==> config.mk <==
export PLATFORM = sky130hd
export DESIGN_NAME = lcd_display_flat
export DESIGN_NICKNAME = d
export VERILOG_FILES = /design/src/rtl/lcd_display_if.sv /design/src/rtl/lcd_display.sv /design/src/flat_wrapper.sv
export SDC_FILE = /design/constraint.sdc
export NUM_CORES = 1
export LEC_CHECK = 0
export CAP_MARGIN = 10
export CORE_MARGIN = 2
export CORE_UTILIZATION = 27
export DETAILED_ROUTE_END_ITERATION = 8
export MAX_ROUTING_LAYER = met4
export PLACE_DENSITY = 0.54
export SYNTH_ARGS = -nofsm -noshare
export SYNTH_HDL_FRONTEND = slang
export SYNTH_SLANG_ARGS = --single-unit
==> constraint.sdc <==
create_clock -name clock -period 9.2 [get_ports clock]
set_input_delay 2.76 -clock clock [delete_from_list [all_inputs] [get_ports clock]]
set_output_delay 2.76 -clock clock [all_outputs]
set_load 0.1 [all_outputs]
==> src/rtl/lcd_display_if.sv <==
// Pin-level bundle between the LCD driver and the panel, plus the packed message input.
// The frame_done strobe exists only when LCD_FRAME_DONE_EN is defined.
interface lcd_display_if;
    logic [255:0] message_in;
    logic         lcd_rs;
    logic         lcd_rw;
    logic         lcd_en;
    logic [7:0]   lcd_data;
`ifdef LCD_FRAME_DONE_EN
    logic         frame_done;

    modport master (
        input  message_in,
        output lcd_rs, lcd_rw, lcd_en, lcd_data, frame_done
    );

    modport slave (
        output message_in,
        input  lcd_rs, lcd_rw, lcd_en, lcd_data, frame_done
    );
`else
    modport master (
        input  message_in,
        output lcd_rs, lcd_rw, lcd_en, lcd_data
    );

    modport slave (
        output message_in,
        input  lcd_rs, lcd_rw, lcd_en, lcd_data
    );
`endif
endinterface

==> src/rtl/lcd_display.sv <==
// HD44780 16x2 write-only driver: power-on wait, 4-command init, then endless two-row refresh.
// Optional frame_done strobe is enabled by defining LCD_FRAME_DONE_EN.
module lcd_display #(
    parameter int STEP_CYCLES  = 8,
    parameter int CLEAR_CYCLES = 32,
    parameter int POWER_CYCLES = 16
) (
    input  logic          clock,
    input  logic          reset,
    lcd_display_if.master bus
);

    localparam int MAX_CYCLES = (POWER_CYCLES > CLEAR_CYCLES) ? POWER_CYCLES : CLEAR_CYCLES;
    localparam int CNT_W      = $clog2(MAX_CYCLES + 1);
    localparam logic [CNT_W-1:0] HALF_STEP  = CNT_W'(STEP_CYCLES / 2);
    localparam logic [CNT_W-1:0] PRE_LAST   = CNT_W'(STEP_CYCLES - 2);
    localparam logic [5:0]       ROW2_IDX   = 6'd17;
    localparam logic [5:0]       LAST_IDX   = 6'd33;

    typedef enum logic [1:0] {
        POWER_WAIT,
        INIT,
        FRAME
    } state_t;

    state_t           state;
    logic [CNT_W-1:0] cnt;
    logic [CNT_W-1:0] cur_len;
    logic [5:0]       idx;
    logic [5:0]       next_idx;
    logic [4:0]       char_k;
    logic [7:0]       char_byte;
    logic [255:0]     msg_buf;
    logic             last_cycle;
    logic             rs_q;
    logic             en_q;
    logic [7:0]       data_q;
    logic             fd_q;

    function automatic logic [7:0] init_cmd(input logic [1:0] i);
        case (i)
            2'd0:    init_cmd = 8'h38;
            2'd1:    init_cmd = 8'h0C;
            2'd2:    init_cmd = 8'h01;
            default: init_cmd = 8'h06;
        endcase
    endfunction

    // Frame step 0 is the row-1 address, 17 the row-2 address; the rest map onto characters.
    always_comb begin
        cur_len = CNT_W'(STEP_CYCLES);
        if (state == POWER_WAIT)
            cur_len = CNT_W'(POWER_CYCLES);
        else if (state == INIT && idx == 6'd2)
            cur_len = CNT_W'(CLEAR_CYCLES);
        next_idx  = idx + 6'd1;
        char_k    = (next_idx < ROW2_IDX) ? 5'(next_idx - 6'd1) : 5'(next_idx - 6'd2);
        char_byte = msg_buf[{char_k, 3'b000} +: 8];
    end

    assign last_cycle = (cnt == cur_len - CNT_W'(1));

    // rs/data are loaded only at counter wrap, so they stay put for a whole transfer.
    always_ff @(posedge clock or negedge reset) begin
        if (!reset) begin
            state   <= POWER_WAIT;
            cnt     <= '0;
            idx     <= '0;
            msg_buf <= '0;
            rs_q    <= 1'b0;
            en_q    <= 1'b0;
            data_q  <= 8'h00;
            fd_q    <= 1'b0;
        end else begin
            en_q <= (state != POWER_WAIT) && !last_cycle && (cnt < HALF_STEP);
            fd_q <= (state == FRAME) && (idx == LAST_IDX) && (cnt == PRE_LAST);
            if (!last_cycle) begin
                cnt <= cnt + CNT_W'(1);
            end else begin
                cnt <= '0;
                case (state)
                    POWER_WAIT: begin
                        state  <= INIT;
                        idx    <= '0;
                        rs_q   <= 1'b0;
                        data_q <= init_cmd(2'd0);
                    end
                    INIT: begin
                        if (idx == 6'd3) begin
                            state   <= FRAME;
                            idx     <= '0;
                            rs_q    <= 1'b0;
                            data_q  <= 8'h80;
                            msg_buf <= bus.message_in;
                        end else begin
                            idx    <= next_idx;
                            rs_q   <= 1'b0;
                            data_q <= init_cmd(next_idx[1:0]);
                        end
                    end
                    FRAME: begin
                        if (idx == LAST_IDX) begin
                            idx     <= '0;
                            rs_q    <= 1'b0;
                            data_q  <= 8'h80;
                            msg_buf <= bus.message_in;
                        end else if (next_idx == ROW2_IDX) begin
                            idx    <= next_idx;
                            rs_q   <= 1'b0;
                            data_q <= 8'hC0;
                        end else begin
                            idx    <= next_idx;
                            rs_q   <= 1'b1;
                            data_q <= char_byte;
                        end
                    end
                    default: state <= POWER_WAIT;
                endcase
            end
        end
    end

    assign bus.lcd_rs   = rs_q;
    assign bus.lcd_rw   = 1'b0;
    assign bus.lcd_en   = en_q;
    assign bus.lcd_data = data_q;

`ifdef LCD_FRAME_DONE_EN
    assign bus.frame_done = fd_q;
`else
    logic unused_fd;
    assign unused_fd = fd_q;
`endif

endmodule

==> src/flat_wrapper.sv <==
// flat-port wrapper written by rule: the top's interface ports become plain ports
module lcd_display_flat 
#(
    parameter int STEP_CYCLES  = 8,
    parameter int CLEAR_CYCLES = 32,
    parameter int POWER_CYCLES = 16
)
  (clock, reset, bus_message_in, bus_lcd_rs, bus_lcd_rw, bus_lcd_en, bus_lcd_data);
  lcd_display_if bus_i ();
  input  logic clock;
  input  logic reset;
  input wire logic [$bits(bus_i.message_in)-1:0] bus_message_in;
  output wire logic [$bits(bus_i.lcd_rs)-1:0] bus_lcd_rs;
  output wire logic [$bits(bus_i.lcd_rw)-1:0] bus_lcd_rw;
  output wire logic [$bits(bus_i.lcd_en)-1:0] bus_lcd_en;
  output wire logic [$bits(bus_i.lcd_data)-1:0] bus_lcd_data;
  assign bus_i.message_in = bus_message_in;
  assign bus_lcd_rs = bus_i.lcd_rs;
  assign bus_lcd_rw = bus_i.lcd_rw;
  assign bus_lcd_en = bus_i.lcd_en;
  assign bus_lcd_data = bus_i.lcd_data;
  lcd_display #(.STEP_CYCLES(STEP_CYCLES), .CLEAR_CYCLES(CLEAR_CYCLES), .POWER_CYCLES(POWER_CYCLES)) u_core (.clock(clock), .reset(reset), .bus(bus_i));
endmodule
==> run_results.csv, run 1 <==
group,metric,value,unit
run_status,status,"finished, final reports clean",
clock_tree,cts.sinks,280,
synth,synth-edff-count,0,
synth,synthFlopType,"dfrtp_1",
final_layout,area_delta_synth_final,29.0,%
critical_path,crit_buf_inv,3,
pwr,p_leak,8.56,nW
grt,grt_overflow,0,
critical_path,crit_required,9670,ps
clock_tree,clk_pin_slew,60,ps
critical_path,startpoint_type,"flop",
timing,relSlewSlack,21.7,%
routing,drc,0,
routing,wl_per_cell,23.2,microns
floorplanning,dieArea,59200,sq um
run,maxCapViolCount,0,
timing,tns,0,ps
grt,grt_pass1_wl,84600,microns
final_layout,fin_cells,2458,
synth,syn_area,15500,sq um
place,dpl.hpwl,41400,microns
routing,via_count,12869,
critical_path,critPathMaxStageDelay,810,ps
synth,syn-num-nets,1739,
timing,final_max_slew_viol_count,0,
pwr,ir_drop,93.5,uV
clock_tree,cts_hold_buf,0,
timing,setup_slack,3820,ps
grt,grt_usage,19.6,%
synth,synth.ff_latch_count,280,
critical_path,end_kind,"flop",
clock_tree,cts_tree,"built",
critical_path,path_common_cell,"buf_4",
floorplanning,start_util,27.4,%
floorplanning,io_pins,269,
place,gp_congestion,0.909,
timing,period_share,58.5,%
final_layout,drive_gt1_share,22.4,%
clock_tree,cts_resized,0,
grt,antenna_found_initial,6,
place,port_buffers,267,
critical_path,path_delay_family,"buffers and inverters",
routing,drt_pass1_iterations,6,
timing,min_period,5380,ps
synth,avgSynthCellArea,10.5,sq um
critical_path,worstSetupPathType,"flop to flop",
timing,fin_skew,21.5,ps
clock_tree,postCtsSetupBuffers,0,
floorplanning,fp.dieH,243,microns
grt,grt_max_degree,122,
floorplanning,die_w,243,microns
routing,drtIter0Drc,1124,
floorplanning,rows,87,
routing,wirelength,57100,microns
clock_tree,cts-root-buf,"clkbuf_16",
routing,avgViaCountPerCell,5.24,
timing,rsz0062_at_grt,"no",
critical_path,cp.arrival,5850,ps
critical_path,cp_max_fo,121,
worst_hold_path,hold_path.class,"flop to flop",
routing,postRouteAntennaNets,0,
critical_path,crit_slowest_cell,"buf_4",
final_layout,num-nets-final,1942,
place,dpl_worst_slack,3920,ps
synth,ys_types,75,
clock_tree,insertion_delay,560,ps
synth,yosys_warnings,0,
clock_tree,htreeDepth,2,
final_layout,fin_util,35.3,%
clock_tree,cts_buffer_depth,3,
grt,first_global_vias,12766,
pwr,power_density,145,nW/um^2
timing,hold_viol,0,
synth,syn_inst,1467,
timing,setup_viol,0,
critical_path,worstPathCellList,"buf_4 > buf_4 > a21oi_1 > o2111a_1 > nor2_4 > buf_12 > or3_1 > o311ai_0 > a22oi_1 > o22ai_1 > or4_1 > a31oi_1",
clock_tree,cts_inserted_buffers,36,
timing,worst_pin_slew,1170,ps
synth,yosysSeqAreaShare,45.3,%
timing,max_clock_freq,186,MHz
floorplanning,core-area,56500,sq um
synth,synthArstFlopShare,100,%
place,place_inst,2388,
-- Yosys cell counts (all sizes together) (5+ instances only) --
cell type | number | area share (%)
a211oi | 20 | 0.97
a21oi | 46 | 1.5
a311oi | 8 | 0.45
a31oi | 47 | 1.9
and2 | 6 | 0.26
and3 | 5 | 0.20
buf | 78 | 3.1
clkbuf | 43 | 1.0
dfrtp | 280 | 45
ha | 14 | 1.1
inv | 7 | 0.17
mux2 | 267 | 19
mux2i | 39 | 2.5
mux4 | 9 | 1.3
nand2 | 186 | 4.5
nand3 | 41 | 1.4
nor2 | 65 | 1.6
nor3 | 92 | 3.0
nor4 | 6 | 0.32
o2111ai | 12 | 0.79
o211ai | 12 | 0.58
o21ai | 53 | 1.7
o221ai | 10 | 0.57
o22ai | 22 | 0.89
o311ai | 5 | 0.28
o31ai | 8 | 0.39
o32a | 6 | 0.39
o32ai | 6 | 0.34
or3 | 12 | 0.49
xor2 | 6 | 0.34
-- cell usage in the layout, fill, tap and decap left out, types with 9 or more instances in the layout --
| master | instances |
|---|---|
| a211oi_1 | 20 |
| a21oi_1 | 46 |
| a31oi_1 | 46 |
| buf_4 | 18 |
| clkbuf_16 | 37 |
| clkdlybuf4s50_1 | 266 |
| dfrtp_1 | 279 |
| ha_1 | 13 |
| mux2_2 | 267 |
| mux2i_1 | 39 |
| mux4_2 | 9 |
| nand2_1 | 184 |
| nand3_1 | 39 |
| nor2_1 | 64 |
| nor3_1 | 91 |
| o2111ai_1 | 11 |
| o211ai_1 | 12 |
| o21ai_0 | 50 |
| o221ai_1 | 10 |
| o22ai_1 | 22 |
| or3_1 | 12 |
-- layout make-up --
type                            instances  area (sq um)
Tap cell                              756           946
Fill cell                            5625         36500
Antenna cell                            5          12.5
Sequential cell                       280          7010
Clock buffer                           44           992
Clock inverter                         21           284
Inverter                                8          30.0
Timing Repair Buffer                  286          2830
Multi-Input combinational cell       1058          7840
-- routing by layer --
layer | global-route usage (%) | wire length, microns | up-vias
met4 | 6.28 | 1360 | 0
li1 | - | - | 5842
met5 | - | 0 | -
met3 | 3.05 | 3240 | 74
met1 | 25.3 | 24600 | 6518
met2 | 31.6 | 27900 | 435
-- logic make-up after synthesis --
family,after synthesis,share of synthesized area [%]
simple gates,432,12.8
mux,315,23.3
compound gates,286,12.6
flops,280,45.3
buf+inv,129,4.32
fa+ha+maj,14,1.13
xor+xnor,10,0.566
other cells,1,0.0242
-- power by group --
group          switching (mW)  leakage [nW]  internal (mW)
registers                   0          3.89           1.23
logic                  0.0526          4.07         0.0970
clock network           0.579         0.607          0.941
-- worst paths after layout --
kind / start / to / slack (ps) / cells after the start
worst max-delay path: u_core.idx[0]$_DFFE_PN0P_ / u_core.bus.lcd_data[5]$_DFFE_PN0P_ / 3820 / 12
worst min-delay path: u_core.cnt[0]$_DFF_PN0_ / u_core.cnt[0]$_DFF_PN0_ / 460 / 1
worst min register to register: u_core.cnt[0]$_DFF_PN0_ / u_core.cnt[0]$_DFF_PN0_ / 460 / 1
min in group asynchronous: reset / u_core.msg_buf[25]$_DFFE_PN0P_ / 2300 / 1
max in group asynchronous: reset / u_core.idx[0]$_DFFE_PN0P_ / 5320 / 2
worst max register to register: u_core.idx[0]$_DFFE_PN0P_ / u_core.bus.lcd_data[5]$_DFFE_PN0P_ / 3820 / 12
-- sequential cells by signal, summed over array words and instances, names as in the netlist --
signal               flops
u_core.bus.lcd_data      8
u_core.cnt               6
u_core.msg_buf         256
u_core.idx               6
u_core.bus.lcd_rs        1
u_core.state             2
u_core.bus.lcd_en        1
-- through the flow --
step | area (sq um) | power [mW] | hold WS [ps]
2_1_floorplan | 15500 | 1.26 | 433
3_3_place_gp | 18700 | 1.41 | 449
3_5_place_dp | 18700 | 1.41 | 461
4_1_cts | 19900 | 2.94 | 468
5_1_grt | 19900 | 3.00 | 487
6_report | 19900 | 2.90 | 464
Power figures use the tool's default switching activity.
==> run 2: changes to the inputs <==
Clock period 9.2 ns to 5.11 ns, I/O delays scaled along.
==> run 2 against run 1 <==
  * Final cell count increased by 0.41%
  * Sequential cell count unchanged
  * Core utilization rose by 0.30 points
  * First-iteration DRC count is 20% lower
  * Global-route usage increased by 0.51 points
  * Die area stayed put
  * Combinational power rose by 87%
  * Wire length grew 3.2%
  * Critical path type unchanged
==> run_results.csv, run 2 (synthesis gave the netlist of run 1 again) <==
group,metric,value,unit
critical_path,path_delay_family,"simple AND/OR/NAND/NOR gates",
clock_tree,cts_buffer_depth,3,
timing,period_share,79.6,%
critical_path,reg2regPathDepth,10,
final_layout,mostFrequentLayoutCell,"dfrtp_1",
critical_path,startpoint_type,"flop",
timing,final_max_slew_viol_count,0,
run_status,status,"finished, final reports clean",
pwr,ir_drop,173,uV
worst_hold_path,hold_path.class,"flop to flop",
timing,relSlewSlack,21.2,%
final_layout,drive_gt1_share,23.1,%
timing,hold_viol,0,
routing,wirelength,58900,microns
routing,postRouteAntennaNets,0,
routing,wl_per_cell,23.9,microns
critical_path,crit_slowest_cell,"nor2_1",
critical_path,rr_startpoint,"u_core.idx[0]$_DFFE_PN0P_",
run,maxCapViolCount,0,
final_layout,layout_common_cells,"dfrtp_1 (279), mux2_2 (267), clkdlybuf4s50_1 (266), nand2_1 (184), nor3_1 (91)",
final_layout,area_delta_synth_final,30.1,%
critical_path,critPathMaxStageDelay,600,ps
worst_hold_path,hold_path_depth,1,
final_layout,fin_cells,2468,
floorplanning,fp.dieH,243,microns
critical_path,worstSetupPathType,"flop to flop",
floorplanning,start_util,27.4,%
critical_path,r2r-end,"u_core.bus.lcd_data[6]$_DFFE_PN0P_",
place,dpl.hpwl,43500,microns
floorplanning,core-area,56500,sq um
timing,min_period,4070,ps
routing,via_count,12867,
pwr,p_leak,8.69,nW
routing,avgViaCountPerCell,5.21,
final_layout,fin_util,35.6,%
clock_tree,cts.sinks,280,
critical_path,crit_buf_inv,1,
clock_tree,cts_resized,0,
floorplanning,rows,87,
routing,drtIter0Drc,899,
final_layout,largest_register_ffs,256,
timing,tns,0,ps
floorplanning,io_pins,269,
pwr,power_density,258,nW/um^2
clock_tree,cts_hold_buf,0,
critical_path,cp_max_fo,23,
final_layout,num-nets-final,1959,
grt,grt_pass1_wl,85800,microns
timing,rsz0062_at_grt,"no",
clock_tree,htreeDepth,2,
critical_path,end_kind,"flop",
floorplanning,dieArea,59200,sq um
grt,grt_max_degree,97,
floorplanning,die_w,243,microns
clock_tree,cts_tree,"built",
grt,grt_usage,20.1,%
place,dpl_cell_area,18900,sq um
timing,worst_pin_slew,1180,ps
clock_tree,postCtsSetupBuffers,0,
clock_tree,cts-root-buf,"clkbuf_16",
worst_hold_path,hp-start,"u_core.cnt[0]$_DFF_PN0_",
final_layout,final_area,20100,sq um
timing,setup_viol,0,
critical_path,path_common_cell,"nor2_1",
grt,first_global_vias,12811,
pwr,total_power,5.19,mW
clock_tree,cts_inserted_buffers,35,
critical_path,cp.arrival,4490,ps
critical_path,ff2ff_setup_slack,1040,ps
place,gp_congestion,0.928,
critical_path,crit_required,5530,ps
grt,antenna_found_initial,4,
critical_path,worstPathCellList,"ha_1 > buf_4 > and4b_1 > or4_4 > nor2_1 > nor2_1 > mux4_2 > a32o_1 > a2111oi_2 > nor3_1",
clock_tree,insertion_delay,560,ps
timing,max_clock_freq,246,MHz
place,place_inst,2406,
timing,fin_skew,35.1,ps
worst_hold_path,holdPathEnd,"u_core.cnt[0]$_DFF_PN0_",
clock_tree,clk_pin_slew,60,ps
routing,drc,0,
place,port_buffers,267,
final_layout,regMostFlops,"u_core.msg_buf",
grt,grt_overflow,0,
routing,drt_pass1_iterations,5,
[run 2: cell count changes in the layout (fill, tap and decap cells not counted), sizes merged]
cell      previous run  this run
clkinvlp             7         1
clkinv               7        12
inv                  9         6
diode                5         2
buf                 20        38
clkbuf              44        43
[run 2: area by class of cell]
| cell class | count | area, sq um |
|---|---|---|
| inverters | 8 | 30.0 |
| clock buffers | 43 | 976 |
| clock inverters | 17 | 268 |
| multi-input cells | 1058 | 7840 |
| diodes | 2 | 5.00 |
| well taps | 756 | 946 |
| fillers | 5559 | 36400 |
| flip-flops and latches | 280 | 7010 |
| repair buffers | 304 | 3040 |
[run 2: layer usage]
| layer | share of wire, % | vias up | GRT usage (%) |
|---|---|---|---|
| li1 | - | 5864 | - |
| met1 | 42 | 6439 | 25.3 |
| met2 | 47 | 448 | 31.4 |
| met3 | 6.6 | 116 | 4.26 |
| met4 | 4.3 | 0 | 8.59 |
| met5 | 0 | - | - |
[run 2: report_power, final]
part / internal [mW] / leakage, nW / total [mW] / switching, mW
Combinational: 0.177 / 4.18 / 0.280 / 0.103
Clock: 1.66 / 0.613 / 2.70 / 1.03
Sequential: 2.22 / 3.89 / 2.22 / 0
[run 2: per-stage QoR]
stage	worst slack [ps]	hold slack (ps)
floorplan	651	433
global placement	1070	449
detailed placement	1090	455
CTS	1080	463
global route	816	478
finish	1040	458
[run 2: worst max path at each step]
stage / startpoint / to / slack, ps / cells after the start
global placement: u_core.idx[0]$_DFFE_PN0P_ / u_core.bus.lcd_data[4]$_DFFE_PN0P_ / 1070 / 10
detailed placement: u_core.idx[0]$_DFFE_PN0P_ / u_core.bus.lcd_data[6]$_DFFE_PN0P_ / 1090 / 10
global route: u_core.idx[0]$_DFFE_PN0P_ / u_core.bus.lcd_data[5]$_DFFE_PN0P_ / 820 / 10
finish: u_core.idx[0]$_DFFE_PN0P_ / u_core.bus.lcd_data[6]$_DFFE_PN0P_ / 1040 / 10
CTS: u_core.idx[0]$_DFFE_PN0P_ / u_core.bus.lcd_data[6]$_DFFE_PN0P_ / 1080 / 10
floorplan: u_core.idx[0]$_DFFE_PN0P_ / u_core.bus.lcd_data[1]$_DFFE_PN0P_ / 650 / 19
==> run 3: changes to the inputs <==
Clock period 5.11 ns to 4.07 ns, I/O delays scaled along.
==> run 3 against run 2 <==
  * Global-route usage is 0.11 points lower
  * Register-to-register slack lost 840 ps
  * Core utilization grew 0.36 points
  * Via count increased by 1.6%
  * Sequential share of layout area shrank 0.35 points
  * Combinational power is 23% higher
  * Sequential power up 25%
  * Hold slack got worse by 10 ps
  * Final cell count up 1.3%
  * Clock power is 19% higher
  * Die area is the same
==> run_results.csv, run 3 (synthesis gave the netlist of run 1 again) <==
group,metric,value,unit
run_status,status,"finished, final reports clean",
clock_tree,htreeDepth,2,
pwr,internal_power,4.88,mW
final_layout,regMostFlops,"u_core.msg_buf",
routing,drt_pass1_iterations,6,
final_layout,fillers,5543,
pwr,p_comb_share,5.4,%
pwr,clockPowerShare,50.7,%
floorplanning,core-area,56500,sq um
final_layout,seq_area,7010,sq um
routing,wirelength,58500,microns
final_layout,layout_common_cells,"dfrtp_1 (279), mux2_2 (267), clkdlybuf4s50_1 (256), nand2_1 (184), nor3_1 (91)",
timing,max_clock_freq,259,MHz
floorplanning,rows,87,
clock_tree,cts_buffer_depth,3,
pwr,p_leak,8.82,nW
timing,relSlewSlack,29.9,%
worst_hold_path,hold_path.class,"input pin to asynchronous set/reset pin",
timing,min_period,3870,ps
timing,period_share,95.0,%
timing,fin_skew,34.0,ps
pwr,ir_drop,225,uV
final_layout,area_delta_synth_final,31.4,%
pwr,p_sw_share,23.2,%
grt,first_global_vias,13130,
floorplanning,io_pins,269,
pwr,seqPwrFrac,43.8,%
clock_tree,cts_hold_buf,0,
timing,hold_viol,0,
grt,grt_max_degree,179,
clock_tree,cts_resized,0,
floorplanning,fp.dieH,243,microns
routing,postRouteAntennaNets,0,
pwr,power_density,313,nW/um^2
place,gp_congestion,0.927,
final_layout,multi_input_area,7840,sq um
routing,avgViaCountPerCell,5.22,
grt,antenna_found_initial,5,
clock_tree,cts_tree,"built",
final_layout,num-nets-final,1987,
critical_path,crit_buf_inv,1,
timing,rsz0062_at_grt,"no",
clock_tree,postCtsSetupBuffers,0,
grt,grt_pass1_wl,86300,microns
critical_path,cp_max_fo,12,
grt,grt_overflow,0,
critical_path,startpoint_type,"flop",
critical_path,worstPathCellList,"ha_1 > and4b_1 > or4_4 > nor2_1 > buf_4 > nor2_1 > mux4_2 > a32o_1 > a2111oi_2 > nor3_1",
critical_path,critPathMaxStageDelay,600,ps
grt,grt_usage,20.0,%
clock_tree,cts-root-buf,"clkbuf_16",
final_layout,largest_register_ffs,256,
routing,drtIter0Drc,1009,
clock_tree,cts_inserted_buffers,36,
floorplanning,die_w,243,microns
timing,final_max_slew_viol_count,0,
timing,setup_viol,0,
timing,tns,0,ps
floorplanning,start_util,27.4,%
critical_path,crit_slowest_cell,"nor2_1",
pwr,p_sw,1.48,mW
critical_path,path_common_cell,"nor2_1",
critical_path,cp.arrival,4330,ps
place,dpl.hpwl,43600,microns
final_layout,drive_gt1_share,25.0,%
routing,via_count,13067,
critical_path,crit_required,4530,ps
routing,drc,0,
floorplanning,dieArea,59200,sq um
clock_tree,insertion_delay,590,ps
timing,worst_pin_slew,1050,ps
critical_path,end_kind,"flop",
final_layout,mostFrequentLayoutCell,"dfrtp_1",
run,maxCapViolCount,0,
critical_path,path_delay_family,"simple AND/OR/NAND/NOR gates",
routing,wl_per_cell,23.4,microns
critical_path,worstSetupPathType,"flop to flop",
pwr,total_power,6.35,mW
clock_tree,cts.sinks,280,
place,port_buffers,267,
clock_tree,clk_pin_slew,60,ps
==> run 3: per-layer routing <==
layer  GRT usage (%)  up-vias  share of wire (%)
li1                -     5935                  -
met1            25.8     6582                 43
met2            32.4      465                 48
met3            2.81       85                5.6
met4            6.78        0                2.9
met5               -        -                  0
==> run 3: cell type report <==
cell class              instances  share of cell area [%]
inverters                       8                   0.148
diodes                          4                  0.0493
clock buffers                  47                    5.08
multi-input cells            1058                    38.6
well taps                     756                    4.65
repair buffers                331                    16.2
clock inverters                17                   0.776
flip-flops and latches        280                    34.5
==> run 3: worst paths after layout <==
kind,startpoint,endpoint,slack (ps),depth (start not counted)
worst max-delay path,u_core.idx[1]$_DFFE_PN0P_,u_core.bus.lcd_data[6]$_DFFE_PN0P_,200,10
worst min-delay path,reset,u_core.msg_buf[10]$_DFFE_PN0P_,450,1
worst max register to register,u_core.idx[1]$_DFFE_PN0P_,u_core.bus.lcd_data[6]$_DFFE_PN0P_,200,10
worst min register to register,u_core.cnt[0]$_DFF_PN0_,u_core.cnt[0]$_DFF_PN0_,460,1
max in group asynchronous,reset,u_core.msg_buf[199]$_DFFE_PN0P_,2430,2
min in group clock,u_core.cnt[0]$_DFF_PN0_,u_core.cnt[0]$_DFF_PN0_,460,1
==> run 3: per-stage QoR <==
step           hold WS (ps)  instances  cell area, sq um  setup WS [ps]  util [%]
2_1_floorplan           433       1467             15500           20.2         -
3_3_place_gp            451       2433             19100            200      33.8
3_5_place_dp            458       2433             19100            163      33.8
4_1_cts                 421       2497             20300            172      36.0
5_1_grt                 439       2500             20300           32.6      36.0
6_report                447       2501             20300            204      36.0
==> run 3: power by group through the flow <==
stage               combinational [mW]  sequential [mW]  clock [mW]
detailed placement               0.353             2.83           0
global placement                 0.353             2.83           0
floorplan                      0.00681             2.84           0
finish                           0.344             2.78        3.22
CTS                              0.355             2.78        3.33
global route                     0.368             2.78        3.43
